===== config.mk =====
export PLATFORM = sky130hd
export DESIGN_NAME = warp_fetch_pc
export DESIGN_NICKNAME = d
export VERILOG_FILES = /design/src/rtl/warp_fetch_pc.sv
export SDC_FILE = /design/constraint.sdc
export NUM_CORES = 1
export LEC_CHECK = 0
export BUFFER_PORTS_ARGS = -buffer_cell sky130_fd_sc_hd__buf_2
export CORE_ASPECT_RATIO = 1.4
export CORE_MARGIN = 3
export CORE_UTILIZATION = 57
export DETAILED_ROUTE_END_ITERATION = 12
export PLACE_DENSITY = 0.82
export SLEW_MARGIN = 20
export SYNTH_ARGS = -nofsm -noshare
export SYNTH_HDL_FRONTEND = slang
export SYNTH_SLANG_ARGS = --single-unit

===== constraint.sdc =====
create_clock -name clk -period 4.45 [get_ports clk]
set_input_delay 0.445 -clock clk [delete_from_list [all_inputs] [get_ports clk]]
set_output_delay 0.445 -clock clk [all_outputs]
set_load 0.1 [all_outputs]

===== src/rtl/warp_fetch_pc.sv =====
// warp_fetch_pc: per-warp program counters plus a one-request-per-cycle
// fetch scheduler feeding the instruction cache.
// Each warp holds a PC and an active flag. Redirects come from the SIMT
// stack (Qual1 target, Qual2 refetch) and from the decoder (Qual3 jump).
// One eligible warp is picked per cycle, and its request is registered.
// Optional feature macro: IF_RR_SCHED_EN
//   defined   -> round-robin arbitration that starts after the last granted warp
//   undefined -> fixed priority where the lowest eligible warp ID wins (no RR register)
module warp_fetch_pc #(
  parameter int NUM_WARPS = 8,
  parameter int PC_W      = 10
) (
  input  logic                        clk,
  input  logic                        rst,
  input  logic                        Start_TM_IF,
  input  logic [$clog2(NUM_WARPS)-1:0] WarpID_TM_IF,
  input  logic [PC_W-1:0]             StartPC_TM_IF,
  input  logic [NUM_WARPS-1:0]        Exit_ID_IF,
  input  logic [NUM_WARPS-1:0]        UpdatePC_Qual1_SIMT_IF,
  input  logic [NUM_WARPS-1:0]        UpdatePC_Qual2_SIMT_IF,
  input  logic [NUM_WARPS-1:0]        UpdatePC_Qual3_ID_IF,
  input  logic [PC_W-1:0]             TA_ID_IF,
  input  logic [NUM_WARPS-1:0]        Stall_SIMT_IF,
  input  logic [NUM_WARPS*PC_W-1:0]   TA_SIMT_IF_Flattened,
  input  logic [NUM_WARPS-1:0]        IBFull_IB_IF,
  output logic                        FetchValid_IF_ICache,
  output logic [$clog2(NUM_WARPS)-1:0] WarpID_IF_ICache,
  output logic [PC_W-1:0]             PC_IF_ICache,
  output logic [PC_W-1:0]             PCplus4_IF_ID,
  output logic [NUM_WARPS-1:0]        ActiveWarps_IF
);

  localparam int WID_W = $clog2(NUM_WARPS);
  localparam logic [PC_W-1:0] PC_STEP = PC_W'(4);

  // Per-warp architectural state
  logic [PC_W-1:0]      pc_reg  [NUM_WARPS];
  logic [PC_W-1:0]      pc_next [NUM_WARPS];
  logic [NUM_WARPS-1:0] active_reg;
  logic [NUM_WARPS-1:0] active_next;

  // Scheduling signals
  logic [NUM_WARPS-1:0] start_onehot;
  logic [NUM_WARPS-1:0] redirect;
  logic [NUM_WARPS-1:0] eligible;
  logic [NUM_WARPS-1:0] grant_onehot;
  logic                 grant_valid;
  logic [WID_W-1:0]     grant_id;

  // Registered fetch request
  logic                 fetch_valid_reg;
  logic [WID_W-1:0]     fetch_wid_reg;
  logic [PC_W-1:0]      fetch_pc_reg;
  logic [PC_W-1:0]      fetch_pc4_reg;

  assign start_onehot = Start_TM_IF ? (NUM_WARPS'(1) << WarpID_TM_IF) : '0;
  assign redirect     = UpdatePC_Qual1_SIMT_IF | UpdatePC_Qual2_SIMT_IF | UpdatePC_Qual3_ID_IF;

  // A warp with a redirect this cycle is held back so its old PC is never issued.
  assign eligible = active_reg & ~Stall_SIMT_IF & ~IBFull_IB_IF & ~Exit_ID_IF & ~redirect;

  assign grant_onehot = grant_valid ? (NUM_WARPS'(1) << grant_id) : '0;

  // Per-warp next-state: Start beats every redirect, and redirects beat the fetch increment.
  // Exit only clears the active flag, and a Start in the same cycle overrides it.
  for (genvar gi = 0; gi < NUM_WARPS; gi++) begin : g_warp
    assign pc_next[gi] =
        start_onehot[gi]           ? StartPC_TM_IF :
        UpdatePC_Qual1_SIMT_IF[gi] ? TA_SIMT_IF_Flattened[gi*PC_W +: PC_W] :
        UpdatePC_Qual2_SIMT_IF[gi] ? pc_reg[gi] - PC_STEP :
        UpdatePC_Qual3_ID_IF[gi]   ? TA_ID_IF :
        grant_onehot[gi]           ? pc_reg[gi] + PC_STEP :
                                     pc_reg[gi];
    assign active_next[gi] = start_onehot[gi] | (active_reg[gi] & ~Exit_ID_IF[gi]);
  end

  // Per-warp PC and active flag registers
  always_ff @(posedge clk or posedge rst) begin
    if (rst) begin
      for (int w = 0; w < NUM_WARPS; w++) begin
        pc_reg[w] <= '0;
      end
      active_reg <= '0;
    end else begin
      for (int w = 0; w < NUM_WARPS; w++) begin
        pc_reg[w] <= pc_next[w];
      end
      active_reg <= active_next;
    end
  end

`ifdef IF_RR_SCHED_EN
  logic [WID_W-1:0] rr_reg;

  // Round-robin pick: scan from the warp after the last grant, wrapping around
  always_comb begin
    grant_valid = 1'b0;
    grant_id    = '0;
    for (int i = 1; i <= NUM_WARPS; i++) begin
      if (!grant_valid && eligible[rr_reg + WID_W'(i)]) begin
        grant_valid = 1'b1;
        grant_id    = rr_reg + WID_W'(i);
      end
    end
  end

  // Last-granted pointer; the reset value of all-ones makes warp 0 first in line
  always_ff @(posedge clk or posedge rst) begin
    if (rst) begin
      rr_reg <= '1;
    end else if (grant_valid) begin
      rr_reg <= grant_id;
    end
  end
`else
  // Fixed-priority pick: the lowest eligible warp ID wins (scan downward so lowest is last)
  always_comb begin
    grant_valid = 1'b0;
    grant_id    = '0;
    for (int i = NUM_WARPS - 1; i >= 0; i--) begin
      if (eligible[i]) begin
        grant_valid = 1'b1;
        grant_id    = WID_W'(i);
      end
    end
  end
`endif

  // Fetch request register; ID and PCs hold their values when nothing is granted
  always_ff @(posedge clk or posedge rst) begin
    if (rst) begin
      fetch_valid_reg <= 1'b0;
      fetch_wid_reg   <= '0;
      fetch_pc_reg    <= '0;
      fetch_pc4_reg   <= '0;
    end else begin
      fetch_valid_reg <= grant_valid;
      if (grant_valid) begin
        fetch_wid_reg <= grant_id;
        fetch_pc_reg  <= pc_reg[grant_id];
        fetch_pc4_reg <= pc_reg[grant_id] + PC_STEP;
      end
    end
  end

  assign FetchValid_IF_ICache = fetch_valid_reg;
  assign WarpID_IF_ICache     = fetch_wid_reg;
  assign PC_IF_ICache         = fetch_pc_reg;
  assign PCplus4_IF_ID        = fetch_pc4_reg;
  assign ActiveWarps_IF       = active_reg;

endmodule


Word-level counts from Yosys, hierarchy flattened
Cells that the tools add are included.
Widths: inputs -> output; s select.
{"block": "classes", "addsub": 17, "n_div": 0, "eq_ne": 0, "n_mux": 61, "magnitude_cmp": 1, "n_mul": 0, "shift": 2, "reduce_logical": 8, "bitwise_logic": 35}
{"op": "$mux 10", "n": 42}
{"op": "$add 10x3->10 const B", "n": 9}
{"op": "$sub 10x3->10 const B", "n": 8}
{"op": "$reduce_bool 5->1", "n": 8}
{"op": "$and 8x8->8", "n": 4}
{"op": "$not 8->8", "n": 4}
{"op": "$bmux 10 s3", "n": 1}
{"op": "$mux 3", "n": 8}
{"op": "$mux 8", "n": 2}
{"op": "$or 8x8->8", "n": 2}
{"op": "$shl 1x3->8 const A", "n": 2}
{"op": "$and 1x1->1", "n": 8}
{"op": "$mux 1", "n": 8}
{"op": "$not 1->1", "n": 8}
{"op": "$or 1x1->1", "n": 8}
{"op": "$ge 4x4->1 const B", "n": 1}
{"op": "$not 3->4", "n": 1}
{"block": "word_totals", "n_memories": 0, "inputBits": 154, "latchBits": 0, "ff_bits": 112, "ram_bits": 0, "output_inout_bits": 32, "romBits": 0, "wordCells": 137}

Logic depth before layout (Yosys ltp)
{"block": "logic_depth", "depth_word": 20, "mapped_depth": 14, "ltp_nobuf": 12}

Least setup slack after synthesis
No wires, ideal clock.
{"block": "synth_timing", "path_type": "register -> register", "from": "register active_reg[3], in the netlist ActiveWarps_IF[3]", "to": "register fetch_pc4_reg[9], in the netlist PCplus4_IF_ID[9]", "period_less_slack_ps": 3391, "path_stages_with_launch": 12, "required_time_ps": 4326, "setup_ps": 124, "path_slack_ps": 1059, "arrival_time_ps": 3267, "path_buffers": 1, "cell_sequence": "dfrtp_1 or4b_1 o211ai_2 o311ai_4 a21o_2 buf_6 or3_1 a32oi_1 o211ai_1 nand3_1 mux2i_1 a211o_1"}
{"block": "synth_between", "elab_chain_cells": 13, "elab_cells_between_ends": 17, "classes_between": "add/sub (1); mux (11); bitwise (5)"}
{"item": "start, declared", "line_no": "39", "source": "logic [NUM_WARPS-1:0] active_reg;"}
{"item": "start signal, assigned", "line_no": "88", "source": "active_reg <= active_next;"}
{"item": "$and 8x8->8 * (4 in series)", "line_no": "60", "source": "assign eligible = active_reg & ~Stall_SIMT_IF & ~IBFull_IB_IF & ~Exit_ID_IF & ~redirect;"}
{"item": "$mux 3 (4 in series)", "line_no": "121", "source": "if (eligible[i]) begin"}
{"item": "$not 3->4 (not written as such)", "line_no": "141", "source": "fetch_pc4_reg <= pc_reg[grant_id] + PC_STEP;"}
{"item": "$bmux 10 s3", "line_no": "141"}
{"item": "$mux 10 (not written as such) (2 in series)", "line_no": "141"}
{"item": "$add 10x3->10", "line_no": "141"}
{"item": "end signal, assigned", "line_no": "141"}
{"item": "end, declared", "line_no": "54", "source": "logic [PC_W-1:0] fetch_pc4_reg;"}
Every way passes the cells marked *; elsewhere a longest branch is shown, timed or not. The select of a mux whose other input is x is not followed.
A chain may end at the register's enable or synchronous reset.

Final worst setup path
{"block": "layout_timing", "from": "register active_reg[0], in the netlist ActiveWarps_IF[0]", "to": "register fetch_pc4_reg[9], in the netlist PCplus4_IF_ID[9]"}
{"block": "layout_between", "elab_chain_cells": 10, "elab_cells_between_ends": 11, "classes_between": "add/sub (1); mux (5); bitwise (5)"}
{"item": "$and 8x8->8 * (4 in series)", "line_no": "60"}
{"item": "$mux 3", "line_no": "121"}
{"item": "$not 3->4 (not written as such)", "line_no": "141"}
{"item": "$bmux 10 s3", "line_no": "141"}
{"item": "$mux 10 (not written as such) (2 in series)", "line_no": "141"}
{"item": "$add 10x3->10", "line_no": "141"}
Marks and branches as above.

==> flow_metrics.env <==
export IMPL_worst_setup_path_startpoint="ActiveWarps_IF[0]$_DFF_PP0_"
export IMPL_final_replace_weighted_congestion=1.03
export IMPL_seq_power_share=0.363
export IMPL_floorplan_die_height_um=161
export IMPL_critPathCaptureType="flip-flop"
export IMPL_total_setup_violations_reported_at_the_end_of_the_flow=0
export IMPL_first_pass_grt_wire_length_mm=54.4
export IMPL_max_vdd_ir_drop_v=0.000196
export IMPL_design_core_area_um2=16700
export IMPL_ys_ff_latch=110
export IMPL_post_cts_resized_instances=0
export IMPL_number_of_antenna_violations_at_the_first_check_in_global_routing=0
export IMPL_synth_area_um2=9760
export IMPL_numCtsBuffers=9
export IMPL_detailedRoute_firstIterationViolations=1291
export IMPL_post_cts_hold_buffer_count=0
export IMPL_globalRouteOverflowTotal=0
export IMPL_clk_pin_slew_ns=0.08
export IMPL_slew_headroom=0.221
export IMPL_stdcell_area_um2=10800
export IMPL_clockPowerShare=0.220
export IMPL_cp_slowest_stage_delay_ns=0.52
export IMPL_wl_mm=35.3
export IMPL_comb_power_share=0.417
export IMPL_synth_top_flop_cell="dfrtp_1"
export IMPL_worst_reg2reg_path_depth=12
export IMPL_syn_mean_instance_area_um2=7.18
export IMPL_final_core_utilization=0.647
export IMPL_netlist_instances=1360
export IMPL_largest_area_contributor_in_the_synthesized_netlist="dfrtp_1"
export IMPL_swShare=0.469
export IMPL_finalPower_mw=4.06
export IMPL_ioPinCount=186
export IMPL_cellPowerDensity_nw_per_um2=374
export IMPL_synth_most_common_cell="nand2_1"
export IMPL_first_global_vias=9732
export IMPL_netsw_mw=1.90
export IMPL_initial_utilization=0.583
export IMPL_yosysUniqueCellTypes=82
export IMPL_intPower_mw=2.15
export IMPL_max_freq_mhz=279
export IMPL_crit_path_top_delay_cell="a22oi_1"
export IMPL_r2r_end="PCplus4_IF_ID[9]$_DFFE_PP0P_"
export IMPL_r2r_start="ActiveWarps_IF[0]$_DFF_PP0_"
export IMPL_ys_seq_area_frac=0.282
export IMPL_path_buf_inv=2
export IMPL_yosys_top_cells_area="dfrtp_1 (28%), nand2_1 (8.2%), a21oi_1 (7.1%)"
export IMPL_worst_setup_path_type="flip-flop to flip-flop"
export IMPL_cts_htree_levels=3
export IMPL_ant_nets=0
export IMPL_fin_setup_tns_ns=0
export IMPL_synth_enable_flop_cells=0
export IMPL_postCtsSetupRepairBufs=0
export IMPL_nNetsFinal=1616
export IMPL_hold_ws_ns=0.251
export IMPL_setup_repair_after_global_routing_missed_its_margin="no"
export IMPL_worstHoldPathType="primary input to async pin"
export IMPL_worst_skew_pair_late_latency_ns=0.36
export IMPL_reg2reg_setup_slack_ns=0.87
export IMPL_dp_hpwl_mm=25.9
export IMPL_detail_route_vias_per_cell=6.49
export IMPL_tightest_slew_ns=1.16
export IMPL_placed_cell_area_um2=10500
export IMPL_startpoint_types="flip-flop"
export IMPL_drt_drc_violations_left=0
export IMPL_post_synth_most_frequent_cells="nand2_1 (214), nor2_1 (140), a21oi_1 (139)"
export IMPL_crit_family="compound AO/OA/AOI/OAI gates"
export IMPL_synth_warning_count=0
export IMPL_tritoncts="yes"
export IMPL_postSynthNetCount=1531
export IMPL_run_status="finished clean"
export IMPL_grt_start_max_net_pins=65
export IMPL_finClkSkew_ns=0.0133
export IMPL_max_clock_path_buffers=2
export IMPL_die_area_um2=18800
export IMPL_worst_endpoint_required_ns=4.70
export IMPL_maxSlewViolCount=0
export IMPL_area_growth_pct=11.0
export IMPL_place_port_buffers=185
export IMPL_num_vias=10723
export IMPL_min_period_over_period=0.805
export IMPL_layout_drive_gt1_share=0.180
export IMPL_critical_path_cell_chain="nor4b_1, buf_4, a22oi_1, nand3_1, nor2_1, buf_4, mux2_2, o211ai_1, a211oi_2, nand4_1, mux2i_1, a211o_1"
export IMPL_crit_path_max_fanout=10
export IMPL_tritoncts_num_sinks=110
export IMPL_wl_per_cell_um=21.4
export IMPL_drt_pass1_iterations=7
export IMPL_largest_reg_flops=80
export IMPL_die_width_um=117
export IMPL_ctsRootBufferMaster="clkbuf_16"
export IMPL_timing_critical_path_depth=12
export IMPL_grt_use_total=0.377
export IMPL_cp_common_cell="buf_4"
export IMPL_period_minus_slack_ns=3.58
export IMPL_crit_arrival_ns=3.83
export IMPL_critPathCapture="PCplus4_IF_ID[9]$_DFFE_PP0P_"
export IMPL_power_leakage_nw=4.73
export IMPL_placement_rows=56
export IMPL_synthDominantCellAreaShare=0.282
export IMPL_timing_max_cap_violations=0
export IMPL_final_hold_viol_count=0
export IMPL_antenna_cells_inserted=0
export IMPL_ys_async_sr_fraction=1.00
-- power by group through the flow --
stage / combinational [mW] / clock (mW) / sequential [mW]
after detailed placement: 1.67 / 0 / 1.48
after global routing: 1.83 / 0.939 / 1.49
final: 1.69 / 0.893 / 1.47
after CTS: 1.68 / 0.896 / 1.46
after global placement: 1.65 / 0 / 1.48
after floorplan: 0.860 / 0 / 1.88
-- worst reg2reg max path: stages (launching register included) --
cell,delay [ns]
dfrtp_1,0.40
nor4b_1,0.16
buf_4,0.15
a22oi_1,0.52
nand3_1,0.36
nor2_1,0.30
buf_4,0.23
mux2_2,0.34
o211ai_1,0.36
a211oi_2,0.18
nand4_1,0.13
mux2i_1,0.08
a211o_1,0.26
-- worst min-delay path by stage --
stage | startpoint | end | slack (ns) | cells after the start
6_report | rst | pc_reg[19]$_DFFE_PP0P_ | 0.25 | 2
3_3_place_gp | PCplus4_IF_ID[3]$_DFFE_PP0P_ | PCplus4_IF_ID[3]$_DFFE_PP0P_ | 0.46 | 2
3_5_place_dp | PC_IF_ICache[9]$_DFFE_PP0P_ | PC_IF_ICache[9]$_DFFE_PP0P_ | 0.47 | 2
5_1_grt | Exit_ID_IF[1] | ActiveWarps_IF[1]$_DFF_PP0_ | 0.27 | 2
4_1_cts | Exit_ID_IF[1] | ActiveWarps_IF[1]$_DFF_PP0_ | 0.26 | 2
2_1_floorplan | Exit_ID_IF[1] | ActiveWarps_IF[1]$_DFF_PP0_ | 0.54 | 1
-- kinds of logic (layout without fill, tap and decap cells) --
kind of cell             count (synthesis)  count (layout)  synth area share
flip-flops                             110             110             0.282
adder cells (fa/ha/maj)                 17              17            0.0218
XOR/XNOR                                45              45            0.0404
AND/OR/NAND/NOR                        520             520             0.241
multiplexers                            45              45            0.0484
buffers and inverters                  164             253            0.0711
AO/OA/AOI/OAI                          459             459             0.296
-- layout by cell type, fill, tap and decap left out, drive strengths merged, types with 8 or more instances in the layout --
cell    synthesis  layout
a21oi         141     141
xor2           23      23
nor2          141     141
o22ai          13      13
a31oi          11      11
nor3           32      32
mux2i          30      30
nor2b          17      17
nand2         214     214
nand2b         13      13
nand3          41      41
ha             17      17
a211oi         55      55
and3           13      13
xnor2          22      22
mux2           15      15
clkbuf         89       9
o31ai          10      10
dfrtp         110     110
o32ai           8       8
buf            36     199
inv            39      41
o211ai         22      22
a221oi         11      11
o21ai         138     138
or3            13      13
-- metrics by stage --
stage,instances,setup WS [ns]
floorplan,1360,1.06
global placement,1637,0.706
detailed placement,1637,0.663
CTS,1652,0.926
global route,1652,0.606
finish,1652,0.869
-- layer usage --
metal	share of wire	wire length (µm)	vias up	global-route usage
met5	0	0	-	0
met4	0.069	2420	0	0.216
met3	0.097	3430	150	0.0531
met2	0.47	16400	655	0.597
met1	0.37	13000	4897	0.488
li1	-	-	5021	-
-- final cells by class --
type / count / area (µm²)
inverter: 39 / 149
sequential: 110 / 2750
fill: 1506 / 5910
clock inverter: 6 / 93.8
tap: 203 / 254
clock buffer: 9 / 225
timing repair buffer: 199 / 1030
multi-input combinational: 1086 / 6330
(Power assumes the default switching activity.)
